`config.mk`:
```
export PLATFORM = sky130hd
export DESIGN_NAME = decoder_onehot_pipe
export DESIGN_NICKNAME = d
export VERILOG_FILES = /design/src/rtl/decoder_pkg.sv /design/src/rtl/decoder_onehot_pipe_sat_counter.sv /design/src/rtl/decoder_onehot_pipe.sv
export SDC_FILE = /design/constraint.sdc
export NUM_CORES = 1
export LEC_CHECK = 0
export BUFFER_PORTS_ARGS = -buffer_cell sky130_fd_sc_hd__buf_2
export CAP_MARGIN = 40
export CORE_UTILIZATION = 53
export CTS_BUF_LIST = sky130_fd_sc_hd__clkbuf_16
export DETAILED_ROUTE_END_ITERATION = 12
export HOLD_SLACK_MARGIN = 0.06
export PLACE_DENSITY = 0.93
export SLEW_MARGIN = 20
export SYNTH_ARGS = -nofsm -noshare
export SYNTH_HDL_FRONTEND = slang
export SYNTH_SLANG_ARGS = --single-unit
```
`constraint.sdc`:
```
create_clock -name clk -period 3.3 [get_ports clk]
set_clock_uncertainty 0.1 [all_clocks]
set_input_delay 0.165 -clock clk [delete_from_list [all_inputs] [get_ports clk]]
set_output_delay 0.165 -clock clk [all_outputs]
set_load 0.01 [all_outputs]
```
`src/rtl/decoder_pkg.sv`:
```
// decoder_pkg
// Shared definitions for the pipelined one-hot decoder slice.
//   state_t / ST_IDLE / ST_DRIVE : FSM state encoding (IDLE=0, DRIVE=1)
//   clog2()                      : ceiling log2 usable in constant expressions
//   onehot_width_ok()            : legality check for code width vs. output count
package decoder_pkg;

  typedef logic [0:0] state_t;

  localparam state_t ST_IDLE  = 1'b0;
  localparam state_t ST_DRIVE = 1'b1;

  // Ceiling log2 with clog2(1) = 0, kept local so elaboration does not
  // depend on the tool's own $clog2 corner-case behaviour.
  function automatic int clog2(input int value);
    int result;
    int remaining;
    result    = 0;
    remaining = value - 1;
    while (remaining > 0) begin
      result++;
      remaining = remaining >> 1;
    end
    return result;
  endfunction

  // A code of in_w bits can address at most 2**in_w select lines, and at
  // least two lines are needed for the decoder to mean anything.
  function automatic bit onehot_width_ok(input int in_w, input int n);
    return (in_w >= 1) && (in_w <= 12) && (n >= 2) && (n <= (1 << in_w));
  endfunction

endpackage

```
`src/rtl/decoder_onehot_pipe_sat_counter.sv`:
```
// sat_counter
// Up-counter that sticks at all-ones instead of wrapping.
//   clk   : rising-edge clock
//   rst   : asynchronous active-high clear
//   inc   : count one event on this edge
//   count : current value
module sat_counter #(
  parameter int WIDTH = 8
) (
  input  logic             clk,
  input  logic             rst,
  input  logic             inc,
  output logic [WIDTH-1:0] count
);

  // Increment on request unless already saturated; the clear is immediate
  // so the count is zero while reset is held.
  always_ff @(posedge clk or posedge rst) begin
    if (rst) begin
      count <= '0;
    end else if (inc && (count != {WIDTH{1'b1}})) begin
      count <= count + WIDTH'(1);
    end
  end

endmodule

```
`src/rtl/decoder_onehot_pipe.sv`:
```
// decoder_onehot_pipe
// Registered binary-to-one-hot decoder with a valid/ready request side and
// two drive modes: a fixed-length strobe (pulse) or a level held until the
// consumer acknowledges it.
//   clk, rst    : clock, asynchronous active-high reset
//   in_valid    : request present
//   in_ready    : decoder idle and able to take a request
//   in_code     : binary select code, sampled only when accepted
//   in_level    : 1 = hold until out_ack, 0 = strobe for PULSE_CYCLES
//   out_onehot  : registered select lines, zero or exactly one-hot
//   out_valid   : OR of out_onehot
//   out_ack     : consumer acknowledge, meaningful in level mode only
//   err_oor     : one-cycle flag for an accepted out-of-range code
//   err_count   : saturating count of out-of-range requests
//   txn_count   : saturating count of accepted in-range requests, present
//                 only when DECODER_ONEHOT_PIPE_STATS_EN is defined
module decoder_onehot_pipe
  import decoder_pkg::*;
#(
  parameter int IN_WIDTH     = 5,
  parameter int NUM_OUTPUTS  = 32,
  parameter int PULSE_CYCLES = 1,
  parameter int ERR_CNT_W    = 8
) (
  input  logic                   clk,
  input  logic                   rst,
  input  logic                   in_valid,
  output logic                   in_ready,
  input  logic [IN_WIDTH-1:0]    in_code,
  input  logic                   in_level,
  output logic [NUM_OUTPUTS-1:0] out_onehot,
  output logic                   out_valid,
  input  logic                   out_ack,
  output logic                   err_oor,
`ifdef DECODER_ONEHOT_PIPE_STATS_EN
  output logic [15:0]            txn_count,
`endif
  output logic [ERR_CNT_W-1:0]   err_count
);

  localparam int CNT_W = (clog2(PULSE_CYCLES) > 0) ? clog2(PULSE_CYCLES) : 1;
  localparam logic [CNT_W-1:0] CNT_LOAD = CNT_W'(PULSE_CYCLES - 1);
  localparam logic [NUM_OUTPUTS-1:0] ONE_HOT_LSB = {{(NUM_OUTPUTS-1){1'b0}}, 1'b1};

  // Reject illegal configurations at elaboration instead of building a
  // decoder whose codes cannot reach every line.
  if (!onehot_width_ok(IN_WIDTH, NUM_OUTPUTS) || (PULSE_CYCLES < 1) || (ERR_CNT_W < 1)) begin : g_param_check
    $error("decoder_onehot_pipe: illegal IN_WIDTH/NUM_OUTPUTS/PULSE_CYCLES/ERR_CNT_W");
  end

  state_t           state_q;
  logic             level_q;
  logic [CNT_W-1:0] cnt_q;
  logic             code_in_range;
  logic             accept;
  logic             bad_req;
  logic             drive_done;

  // The code is zero-extended to 32 bits so NUM_OUTPUTS == 2**IN_WIDTH
  // compares correctly without overflowing the code width.
  assign code_in_range = ({{(32-IN_WIDTH){1'b0}}, in_code} < 32'(NUM_OUTPUTS));
  assign in_ready      = (state_q == ST_IDLE);
  assign accept        = in_ready && in_valid && code_in_range;
  assign bad_req       = in_ready && in_valid && !code_in_range;
  assign drive_done    = level_q ? out_ack : (cnt_q == '0);
  assign out_valid     = |out_onehot;

  // Main FSM. IDLE takes one request; DRIVE holds the select line until the
  // strobe counter expires or the consumer acknowledges, then always spends
  // one cycle back in IDLE before the next request can be taken.
  always_ff @(posedge clk or posedge rst) begin
    if (rst) begin
      state_q    <= ST_IDLE;
      out_onehot <= '0;
      level_q    <= 1'b0;
      cnt_q      <= '0;
      err_oor    <= 1'b0;
    end else begin
      err_oor <= bad_req;
      case (state_q)
        ST_IDLE: begin
          if (accept) begin
            out_onehot <= ONE_HOT_LSB << in_code;
            level_q    <= in_level;
            cnt_q      <= CNT_LOAD;
            state_q    <= ST_DRIVE;
          end
        end
        ST_DRIVE: begin
          if (drive_done) begin
            out_onehot <= '0;
            state_q    <= ST_IDLE;
          end else if (!level_q) begin
            cnt_q <= cnt_q - CNT_W'(1);
          end
        end
        default: begin
          out_onehot <= '0;
          state_q    <= ST_IDLE;
        end
      endcase
    end
  end

  // Out-of-range requests are counted on the same edge that raises err_oor.
  sat_counter #(
    .WIDTH (ERR_CNT_W)
  ) u_err_counter (
    .clk   (clk),
    .rst   (rst),
    .inc   (bad_req),
    .count (err_count)
  );

`ifdef DECODER_ONEHOT_PIPE_STATS_EN
  // Accepted in-range requests, counted on the accepting edge.
  sat_counter #(
    .WIDTH (16)
  ) u_txn_counter (
    .clk   (clk),
    .rst   (rst),
    .inc   (accept),
    .count (txn_count)
  );
`endif

endmodule

```
==> results of run 1 <==
path summary, 6_finish.rpt:
kind	start	end	depth (start not counted)
worst max-delay path	out_onehot[9]$_DFFE_PP0P_	out_valid	4
worst min-delay path	in_valid	state_q$_DFF_PP0_	3
worst max register to register	level_q$_DFFE_PP0P_	out_onehot[10]$_DFFE_PP0P_	4
worst min register to register	cnt_q$_DFFE_PP0P_	cnt_q$_DFFE_PP0P_	1
max in group asynchronous	rst	out_onehot[31]$_DFFE_PP0P_	4
min in group asynchronous	rst	out_onehot[25]$_DFFE_PP0P_	4
final cells by class:
cell class | instances | area (um2) | share of cell area
flip-flops and latches | 35 | 876 | 0.462
repair buffers | 47 | 258 | 0.136
multi-input cells | 81 | 588 | 0.310
well taps | 31 | 38.8 | 0.0204
inverters | 2 | 7.51 | 0.00396
clock buffers | 5 | 125 | 0.0660
clock inverters | 1 | 3.75 | 0.00198
sequential cells by signal (all words and copies together), names as in the netlist:
register    flops
out_onehot     32
state_q         1
level_q         1
cnt_q           1
worst min-delay path, delay by kind of cell:
family | cells | cell delay [ns]
buffers and inverters | 1 | 0.12
AND/OR/NAND/NOR | 1 | 0.09
AO/OA/AOI/OAI | 1 | 0.07
stage by stage:
| stage | hold slack, ns | instances |
|---|---|---|
| final | 0.120 | 202 |
| after detailed placement | 0.180 | 194 |
| after global placement | 0.166 | 193 |
| after CTS | 0.112 | 202 |
| after floorplan | 0.215 | 132 |
| after global routing | 0.130 | 202 |
where the power goes:
| group | internal, mW | switching, mW | total [mW] |
|---|---|---|---|
| logic | 0.100 | 0.170 | 0.270 |
| registers | 0.456 | 0.0250 | 0.481 |
| clock network | 0.267 | 0.156 | 0.423 |
| total | 0.824 | 0.351 | 1.18 |
per-layer routing:
metal | vias to the layer above | part of all wire
li1 | 555 | -
met1 | 639 | 0.39
met2 | 57 | 0.51
met3 | 12 | 0.071
met4 | 0 | 0.031
met5 | - | 0
cell families (layout without fill, tap and decap cells):
| kind of cell | count (synthesis) | after routing | share of synthesized area |
|---|---|---|---|
| compound gates | 35 | 35 | 0.214 |
| buf+inv | 16 | 55 | 0.0751 |
| flops | 35 | 35 | 0.565 |
| mux | 1 | 1 | 0.00726 |
| other cells | 1 | 9 | 0.00242 |
| simple gates | 36 | 36 | 0.136 |
synthesized netlist by cell type:
library cell | instances | share of area
nand2b_1 | 2 | 0.0081
nor2_2 | 3 | 0.012
mux2_2 | 1 | 0.0073
nor2_1 | 3 | 0.0073
nor3b_1 | 1 | 0.0048
inv_1 | 1 | 0.0024
o211a_1 | 1 | 0.0065
conb_1 | 1 | 0.0024
nor4_1 | 8 | 0.032
nor2b_1 | 5 | 0.020
and2_1 | 3 | 0.012
o31ai_4 | 1 | 0.014
o31ai_1 | 1 | 0.0048
nand2_1 | 5 | 0.012
clkbuf_1 | 2 | 0.0048
or3b_1 | 1 | 0.0057
or2_2 | 2 | 0.0081
dfrtp_1 | 35 | 0.56
buf_6 | 3 | 0.022
a32o_1 | 10 | 0.065
a22o_1 | 18 | 0.10
inv_2 | 1 | 0.0024
and3b_1 | 1 | 0.0057
nand4_1 | 2 | 0.0081
o2bb2ai_1 | 4 | 0.023
buf_4 | 9 | 0.044
==> reports/qor.csv, run 1 <==
stage,metric,value,unit
clock_network,clk slew on worst S/H paths,0.05,ns
placed_design,GPL Wtd Cong,0.892,
worst_setup_path,CP bufs+invs,1,
logic_synthesis,Synth Instances,124,
logic_synthesis,Synth Warn #,0,
logic_synthesis,synth unique cells,26,
global_route,gr busiest metal,met2,
cells_and_area,diodes inserted,0,
clock_network,post-CTS setup buffers,0,
placed_design,Place WS,1.63,ns
hold_path,Hold/Removal Path Class,primary input to flip-flop,
power,Worst VDD drop,0.633,mV
sta,RSZ-0062 raised after global routing,false,
cells_and_area,"commonest cells after routing, fill and taps aside","43 x buf_2, 35 x dfrtp_1, 18 x a22o_1",
clock_network,worst-case clock buffer depth,2,
route,starting DRC count in detailed routing,54,
floorplan,Starting Density,0.562,
global_route,GR Util met2,0.398,
logic_synthesis,"Seq/Total Area, Yosys",0.565,
route,Vias,1263,
sta,final hold violations,0,
power,PD cells,619,nW/um2
power,total power,1.18,mW
cells_and_area,Filler Cell Count,219,
placed_design,post-detail-place hpwl,2630,um
worst_setup_path,worst setup path class,flip-flop to output pin,
floorplan,chip height,56.1,um
clock_network,H-tree levels,2,
logic_synthesis,Synth Register Bits,35,
cells_and_area,"most common cell after layout, fill and taps aside",buf_2,
floorplan,core region area,2760,um2
clock_network,Post-CTS Hold Buffers,2,
cells_and_area,Area Growth Syn to Fin,22.4,%
sta,final worst slack,1.34,ns
route,routed length per instance,17.9,um
clock_network,CTS Buf Count,5,
route,DR DRC count,0,
sta,worst slew pin tran,0.619,ns
clock_network,clock insertion delay at the later pin of the skew report,0.28,ns
worst_setup_path,Crit-path slowest cell,dfrtp_1,
sta,final setup TNS,0,ns
global_route,vias in the first global route,1147,
clock_network,cts repair resizes,0,
route,vias per cell,6.25,
global_route,GRT Resource Usage Total,0.253,
route,total wire length after detailed routing,3610,um
logic_synthesis,Post-Syn Area,1550,um2
worst_setup_path,critical path cell sequence,nor4_1 > nand4_1 > or2_2 > buf_2,
worst_setup_path,Crit. End Element,output pin,
sta,FMAX,0.511,GHz
cells_and_area,Nets,182,
route,DRT Pass-1 Iters,4,
route,Final ANT Viol Nets,0,
global_route,"Remaining Overflow, GRT",0,
worst_setup_path,cell family with most CP delay,simple AND/OR/NAND/NOR gates,
cells_and_area,fraction of layout cells with a size suffix above 1,0.339,
sta,Period minus WS final,1.96,ns
outcome,outcome,"finished, final reports clean",
placed_design,IO buf count,43,
global_route,GR Layer Usage met1,0.307,
worst_setup_path,crit path launch type,flip-flop,
global_route,GR met3 Demand/Resource,0.0767,
worst_setup_path,register-to-register setup slack,1.61,ns
floorplan,Ports,53,
cells_and_area,final core utilization,0.688,
flow_run,Max-Cap Viols,0,
sta,Tcrit/Tclk final,0.593,
floorplan,die width,56.1,um
clock_network,total clock sinks,35,
global_route,global-route wire length before repair,5800,um
clock_network,root buffer cell,clkbuf_16,
sta,max-slew violation count,0,
cells_and_area,final instance area,1900,um2
sta,setup violators final,0,
clock_network,CTS tree,yes,
placed_design,Placed Area,1750,um2
worst_setup_path,required time worst endpoint,3.03,ns
sta,Worst slew margin,0.587,
floorplan,die area,3150,um2
worst_setup_path,Worst EP arrival,1.69,ns
worst_setup_path,CP peak stage delay,0.41,ns
power,leakage,1.01,nW
worst_setup_path,crit-path max FO,3,
floorplan,floorplan row count,19,
global_route,initial antenna violation count,0,
global_route,largest net degree at the start of global routing,36,
logic_synthesis,synthesized area per cell,12.5,um2
(Power assumes the default switching activity.)
==> run 2: changes to the inputs <==
ABC_AREA = 1   (was unset)
CORE_UTILIZATION = 50   (was 53)
PLACE_DENSITY = 0.87   (was 0.93)
clock period = 2 ns   (was 3.3 ns; I/O delays follow)
==> run 2 against run 1 <==
- global-route usage shrank 2.0 points
- highest routed layer unchanged
- first-iteration DRC count grew 7.4%
- routed wire length grew 4.4%
- critical path depth grew 1
- critical path type unchanged
- via count grew 22%
- combinational power shrank 11%
- worst hold slack lost 0.041 ns
- die area grew 18%
- flip-flop and latch count is the same
- register-to-register slack lost 1.1 ns
- worst setup slack lost 0.85 ns
- largest cell class unchanged
- clock power grew 67%
==> reports/qor.csv, run 2 <==
stage,metric,value,unit
worst_setup_path,Worst EP arrival,1.31,ns
cells_and_area,Largest Register,out_onehot,
clock_network,total clock sinks,35,
worst_setup_path,crit-path max FO,3,
clock_network,clock insertion delay at the later pin of the skew report,0.27,ns
logic_synthesis,Post-synth ARST share,1.00,
sta,final hold violations,0,
logic_synthesis,area share of the largest cell type after synthesis,0.507,
clock_network,root buffer cell,clkbuf_16,
outcome,outcome,"finished, final reports clean",
placed_design,Placed Area,1920,um2
flow_run,Max-Cap Viols,0,
placed_design,post-detail-place hpwl,2750,um
sta,setup violators final,0,
route,starting DRC count in detailed routing,58,
sta,RSZ-0062 raised after global routing,false,
placed_design,IO buf count,43,
floorplan,Starting Density,0.544,
cells_and_area,diodes inserted,0,
logic_synthesis,"area leader, netlist",dfrtp_1,
logic_synthesis,synth unique cells,16,
cells_and_area,fraction of layout cells with a size suffix above 1,0.193,
power,leakage,1.17,nW
floorplan,chip height,60.8,um
clock_network,CTS Buf Count,5,
cells_and_area,Sequential Area,876,um2
logic_synthesis,top-count cell post-synth,nand2_1,
hold_path,hold-critical path endpoint,cnt_q$_DFFE_PP0P_,
logic_synthesis,Synth Register Bits,35,
worst_setup_path,reg2reg path depth,4,
worst_setup_path,crit path launch type,flip-flop,
clock_network,worst-case clock buffer depth,2,
cells_and_area,final instance area,2080,um2
logic_synthesis,Post-Syn Area,1730,um2
logic_synthesis,synthesized area per cell,7.72,um2
route,total wire length after detailed routing,3770,um
floorplan,floorplan row count,20,
clock_network,H-tree levels,2,
sta,FMAX,0.664,GHz
floorplan,die area,3700,um2
worst_setup_path,worst setup path class,flip-flop to output pin,
placed_design,GPL Wtd Cong,0.875,
power,Worst VDD drop,0.675,mV
global_route,GRT Resource Usage Total,0.233,
cells_and_area,Area Growth Syn to Fin,20.3,%
cells_and_area,max reg flops,32,
floorplan,Ports,53,
route,vias per cell,4.93,
logic_synthesis,Post-synth top cells,"69 x nand2_1, 35 x dfrtp_1, 27 x nor2_1, 24 x inv_1, 19 x o21ai_0",
sta,max-slew violation count,0,
cells_and_area,Nets,278,
route,routed length per instance,12.0,um
cells_and_area,Filler Cell Count,298,
clock_network,clk slew on worst S/H paths,0.05,ns
worst_setup_path,register-to-register setup slack,0.56,ns
hold_path,Hold/Removal Path Class,primary input to flip-flop,
cells_and_area,"most common cell after layout, fill and taps aside",nand2_1,
clock_network,CTS tree,yes,
route,Final ANT Viol Nets,0,
global_route,vias in the first global route,1321,
logic_synthesis,Synth Warn #,0,
cells_and_area,"commonest cells after routing, fill and taps aside","69 x nand2_1, 43 x buf_2, 35 x dfrtp_1",
worst_setup_path,Crit. End Element,output pin,
sta,Period minus WS final,1.51,ns
global_route,"Remaining Overflow, GRT",0,
cells_and_area,area occupied by multi-input gates,681,um2
hold_path,hold depth,4,
route,DR DRC count,0,
sta,Tcrit/Tclk final,0.753,
logic_synthesis,number of flops mapped to enable cells by yosys,0,
hold_path,hold_sp,in_valid,
global_route,initial antenna violation count,0,
worst_setup_path,worst r2r src,state_q$_DFF_PP0_,
logic_synthesis,"top cells by area, synth","dfrtp_1 51%, nand2_1 15%, nor2_1 5.9%",
logic_synthesis,"Seq/Total Area, Yosys",0.507,
logic_synthesis,Synth Instances,224,
sta,final setup TNS,0,ns
logic_synthesis,"Primary FF master, synth",dfrtp_1,
placed_design,Place WS,0.587,ns
sta,final worst slack,0.493,ns
route,Vias,1542,
power,PD cells,816,nW/um2
floorplan,core region area,3180,um2
floorplan,die width,60.8,um
worst_setup_path,worst r2r dst,out_onehot[18]$_DFFE_PP0P_,
route,DRT Pass-1 Iters,4,
global_route,largest net degree at the start of global routing,36,
worst_setup_path,required time worst endpoint,1.80,ns
global_route,global-route wire length before repair,6150,um
run 2: cell types whose count changed after synthesis, moves of 5 or more:
| cell | delta |
|---|---|
| nor2_1 | +24 |
| nand3_1 | +13 |
| nand2_1 | +64 |
| inv_1 | +23 |
| nand4_1 | +7 |
| nor2b_1 | -5 |
| nor4_1 | -8 |
| a22o_1 | -18 |
| o21ai_0 | +19 |
| a32o_1 | -10 |
run 2: what timing repair did:
action	CTS	global route
resized for setup	0	0
hold buffers	2	0
endpoints found under the hold margin	36	0
buffers inserted	0	0
run 2: kinds of logic after synthesis:
logic type,Yosys count,synth area share
simple gates,123,0.305
buf+inv,41,0.117
flops,35,0.507
compound gates,24,0.0695
other cells,1,0.00217
run 2: power breakdown:
group,switching [mW],internal (mW)
clock network,0.260,0.447
logic,0.172,0.0689
registers,0.0177,0.731
total,0.451,1.25
run 2: per-stage QoR:
| stage | hold slack [ns] | total power [mW] | std cells | util |
|---|---|---|---|---|
| 2_1_floorplan | 0.154 | 0.949 | 232 | - |
| 3_3_place_gp | 0.117 | 0.996 | 303 | 0.606 |
| 3_5_place_dp | 0.117 | 0.999 | 303 | 0.606 |
| 4_1_cts | 0.0746 | 1.71 | 313 | 0.655 |
| 5_1_grt | 0.111 | 1.78 | 313 | 0.655 |
| 6_report | 0.0792 | 1.70 | 313 | 0.655 |
run 2: metal layers:
layer,GRT usage,up-vias,share of wire
met5,0,-,0
met4,0.0487,0,0.0061
met3,0.0704,4,0.060
met2,0.380,62,0.48
met1,0.312,702,0.45
li1,-,774,-
run 2: worst max-delay path, stage by stage, from the launching register on:
cell and delay (ns):
dfrtp_1 0.40, nor2_1 0.17, nand4_1 0.16, nor2_1 0.12, nand2_1 0.05, buf_2 0.13
run 2: final cells by class:
class	count	share of cell area
inverter	24	0.0433
multi-input combinational	156	0.327
clock buffer	5	0.0601
clock inverter	3	0.00541
timing repair buffer	46	0.117
sequential	35	0.421
tap	44	0.0265
run 2: how the worst max path moves through the flow:
stage | start | to | slack (ns) | cells after the start
2_1_floorplan | state_q$_DFF_PP0_ | out_onehot[10]$_DFFE_PP0P_ | 0.83 | 5
3_3_place_gp | state_q$_DFF_PP0_ | out_onehot[6]$_DFFE_PP0P_ | 0.63 | 4
3_5_place_dp | state_q$_DFF_PP0_ | out_onehot[6]$_DFFE_PP0P_ | 0.59 | 4
4_1_cts | out_onehot[11]$_DFFE_PP0P_ | out_valid | 0.47 | 5
5_1_grt | state_q$_DFF_PP0_ | out_onehot[18]$_DFFE_PP0P_ | 0.44 | 4
6_report | out_onehot[11]$_DFFE_PP0P_ | out_valid | 0.49 | 5
==> run 3: changes to the inputs <==
clock period = 1.44 ns   (was 2 ns; I/O delays follow)
==> run 3 against run 2 <==
- the run now ends with negative setup slack left
- power rose by 43%
- sequential share of layout area shrank 1.6 points
- register-to-register slack worse by 0.50 ns
- core utilization increased by 2.6 points
- highest routed layer unchanged
- sequential power increased by 39%
- non-clock buffer count is 4 higher
- critical path type unchanged
- count of clock-buffer cells in the layout unchanged
==> reports/qor.csv, run 3 (same netlist as run 2, synthesis figures left out) <==
stage,metric,value,unit
clock_network,worst-case clock buffer depth,2,
outcome,outcome,finished with violations,
floorplan,core region area,3180,um2
global_route,GRT Resource Usage Total,0.238,
cells_and_area,max reg flops,32,
global_route,largest net degree at the start of global routing,36,
placed_design,post-detail-place hpwl,2740,um
worst_setup_path,Crit. End Element,output pin,
cells_and_area,"commonest cells after routing, fill and taps aside","69 x nand2_1, 43 x buf_2, 35 x dfrtp_1",
placed_design,Place WS,0.0466,ns
cells_and_area,Largest Register,out_onehot,
route,Final ANT Viol Nets,0,
global_route,"Remaining Overflow, GRT",0,
power,leakage,1.22,nW
power,PD cells,1120,nW/um2
clock_network,CTS tree,yes,
global_route,global-route wire length before repair,6380,um
sta,final hold violations,0,
floorplan,Starting Density,0.544,
flow_run,Max-Cap Viols,0,
power,Worst VDD drop,0.711,mV
route,vias per cell,5.17,
cells_and_area,fin cells,319,
hold_path,hold-critical path endpoint,level_q$_DFFE_PP0P_,
route,Vias,1649,
worst_setup_path,worst r2r dst,out_onehot[29]$_DFFE_PP0P_,
clock_network,total clock sinks,35,
cells_and_area,diodes inserted,0,
worst_setup_path,required time worst endpoint,1.27,ns
worst_setup_path,worst r2r src,state_q$_DFF_PP0_,
placed_design,IO buf count,43,
global_route,vias in the first global route,1395,
sta,RSZ-0062 raised after global routing,true,
global_route,initial antenna violation count,0,
clock_network,clock insertion delay at the later pin of the skew report,0.28,ns
sta,Hold WS,0.0711,ns
sta,FMAX,0.682,GHz
worst_setup_path,crit path launch type,flip-flop,
route,routed length per instance,13.4,um
route,total wire length after detailed routing,4270,um
cells_and_area,Area Growth Syn to Fin,25.1,%
sta,setup violators final,1,
placed_design,Post-Place Cells,305,
hold_path,hold_sp,in_valid,
sta,Period minus WS final,1.47,ns
hold_path,hold depth,3,
hold_path,Hold/Removal Path Class,primary input to flip-flop,
clock_network,CTS Buf Count,5,
sta,Tcrit/Tclk final,1.02,
cells_and_area,fraction of layout cells with a size suffix above 1,0.229,
worst_setup_path,Worst EP arrival,1.29,ns
floorplan,die width,60.8,um
sta,max-slew violation count,0,
route,DR DRC count,0,
clock_network,clk slew on worst S/H paths,0.05,ns
worst_setup_path,register-to-register setup slack,0.06,ns
route,DRT Pass-1 Iters,4,
cells_and_area,Nets,284,
floorplan,Ports,53,
clock_network,H-tree levels,2,
clock_network,root buffer cell,clkbuf_16,
placed_design,GPL Wtd Cong,0.882,
worst_setup_path,crit-path max FO,2,
worst_setup_path,reg2reg path depth,4,
outcome,failing checks,negative setup slack,
floorplan,die area,3700,um2
sta,final worst slack,-0.0256,ns
cells_and_area,"most common cell after layout, fill and taps aside",nand2_1,
worst_setup_path,worst setup path class,flip-flop to output pin,
floorplan,chip height,60.8,um
route,starting DRC count in detailed routing,69,
sta,final setup TNS,-0.0256,ns
floorplan,floorplan row count,20,
[run 3: changes by cell type in the layout (fill, tap and decap cells not counted), sizes merged]
cell	previous run	this run
buf	44	48
clkinv	2	1
inv	25	26
nand3b	1	3
[run 3: metrics by stage]
stage,total power [mW],cell area (um2),utilization
2_1_floorplan,1.32,1760,-
3_3_place_gp,1.39,1940,0.610
5_1_grt,2.52,2160,0.681
4_1_cts,2.38,2110,0.665
6_report,2.42,2160,0.681
3_5_place_dp,1.39,1940,0.610
[run 3: where the power goes]
part	total, mW	internal, mW	switching (mW)
clock network	0.990	0.623	0.366
registers	1.04	1.02	0.0292
logic	0.390	0.119	0.271
total	2.42	1.76	0.667
[run 3: area by class of cell]
type | count | area (um2)
fillers | 279 | 1010
multi-input cells | 158 | 732
well taps | 44 | 55.1
repair buffers | 50 | 273
clock inverters | 3 | 12.5
clock buffers | 5 | 125
inverters | 24 | 90.1
flip-flops and latches | 35 | 876
[run 3: worst max-delay path by stage]
stage / from / depth (start not counted) / slack (ns) / endpoint
6_report: out_onehot[10]$_DFFE_PP0P_ / 5 / -0.03 / out_valid
5_1_grt: out_onehot[9]$_DFFE_PP0P_ / 5 / -0.06 / out_valid
4_1_cts: out_onehot[10]$_DFFE_PP0P_ / 5 / -0.006 / out_valid
3_5_place_dp: state_q$_DFF_PP0_ / 4 / 0.05 / out_onehot[9]$_DFFE_PP0P_
3_3_place_gp: state_q$_DFF_PP0_ / 4 / 0.12 / out_onehot[22]$_DFFE_PP0P_
2_1_floorplan: state_q$_DFF_PP0_ / 5 / 0.27 / out_onehot[10]$_DFFE_PP0P_
[run 3: routing by layer]
metal / GRT usage / share of wire / vias up
met1: 0.331 / 0.44 / 768
li1: - / - / 789
met5: 0 / 0 / -
met4: 0.0487 / 0.014 / 0
met3: 0.0576 / 0.077 / 10
met2: 0.383 / 0.47 / 82
[run 3: critical path, stage by stage, from the launching register on]
cell	delay [ns]
dfrtp_1	0.39
nor2_2	0.14
nand4_1	0.16
nor2_1	0.15
nand2_1	0.06
buf_2	0.13
[run 3: repair_timing]
item / CTS / global route
setup endpoints to repair: 1 / 30
cloned: 0 / 2
hold buffers: 2 / 0
pin swaps: 3 / 1
gates resized for setup: 1 / 5
endpoints found under the hold margin: 36 / 0
buffers inserted: 2 / 0
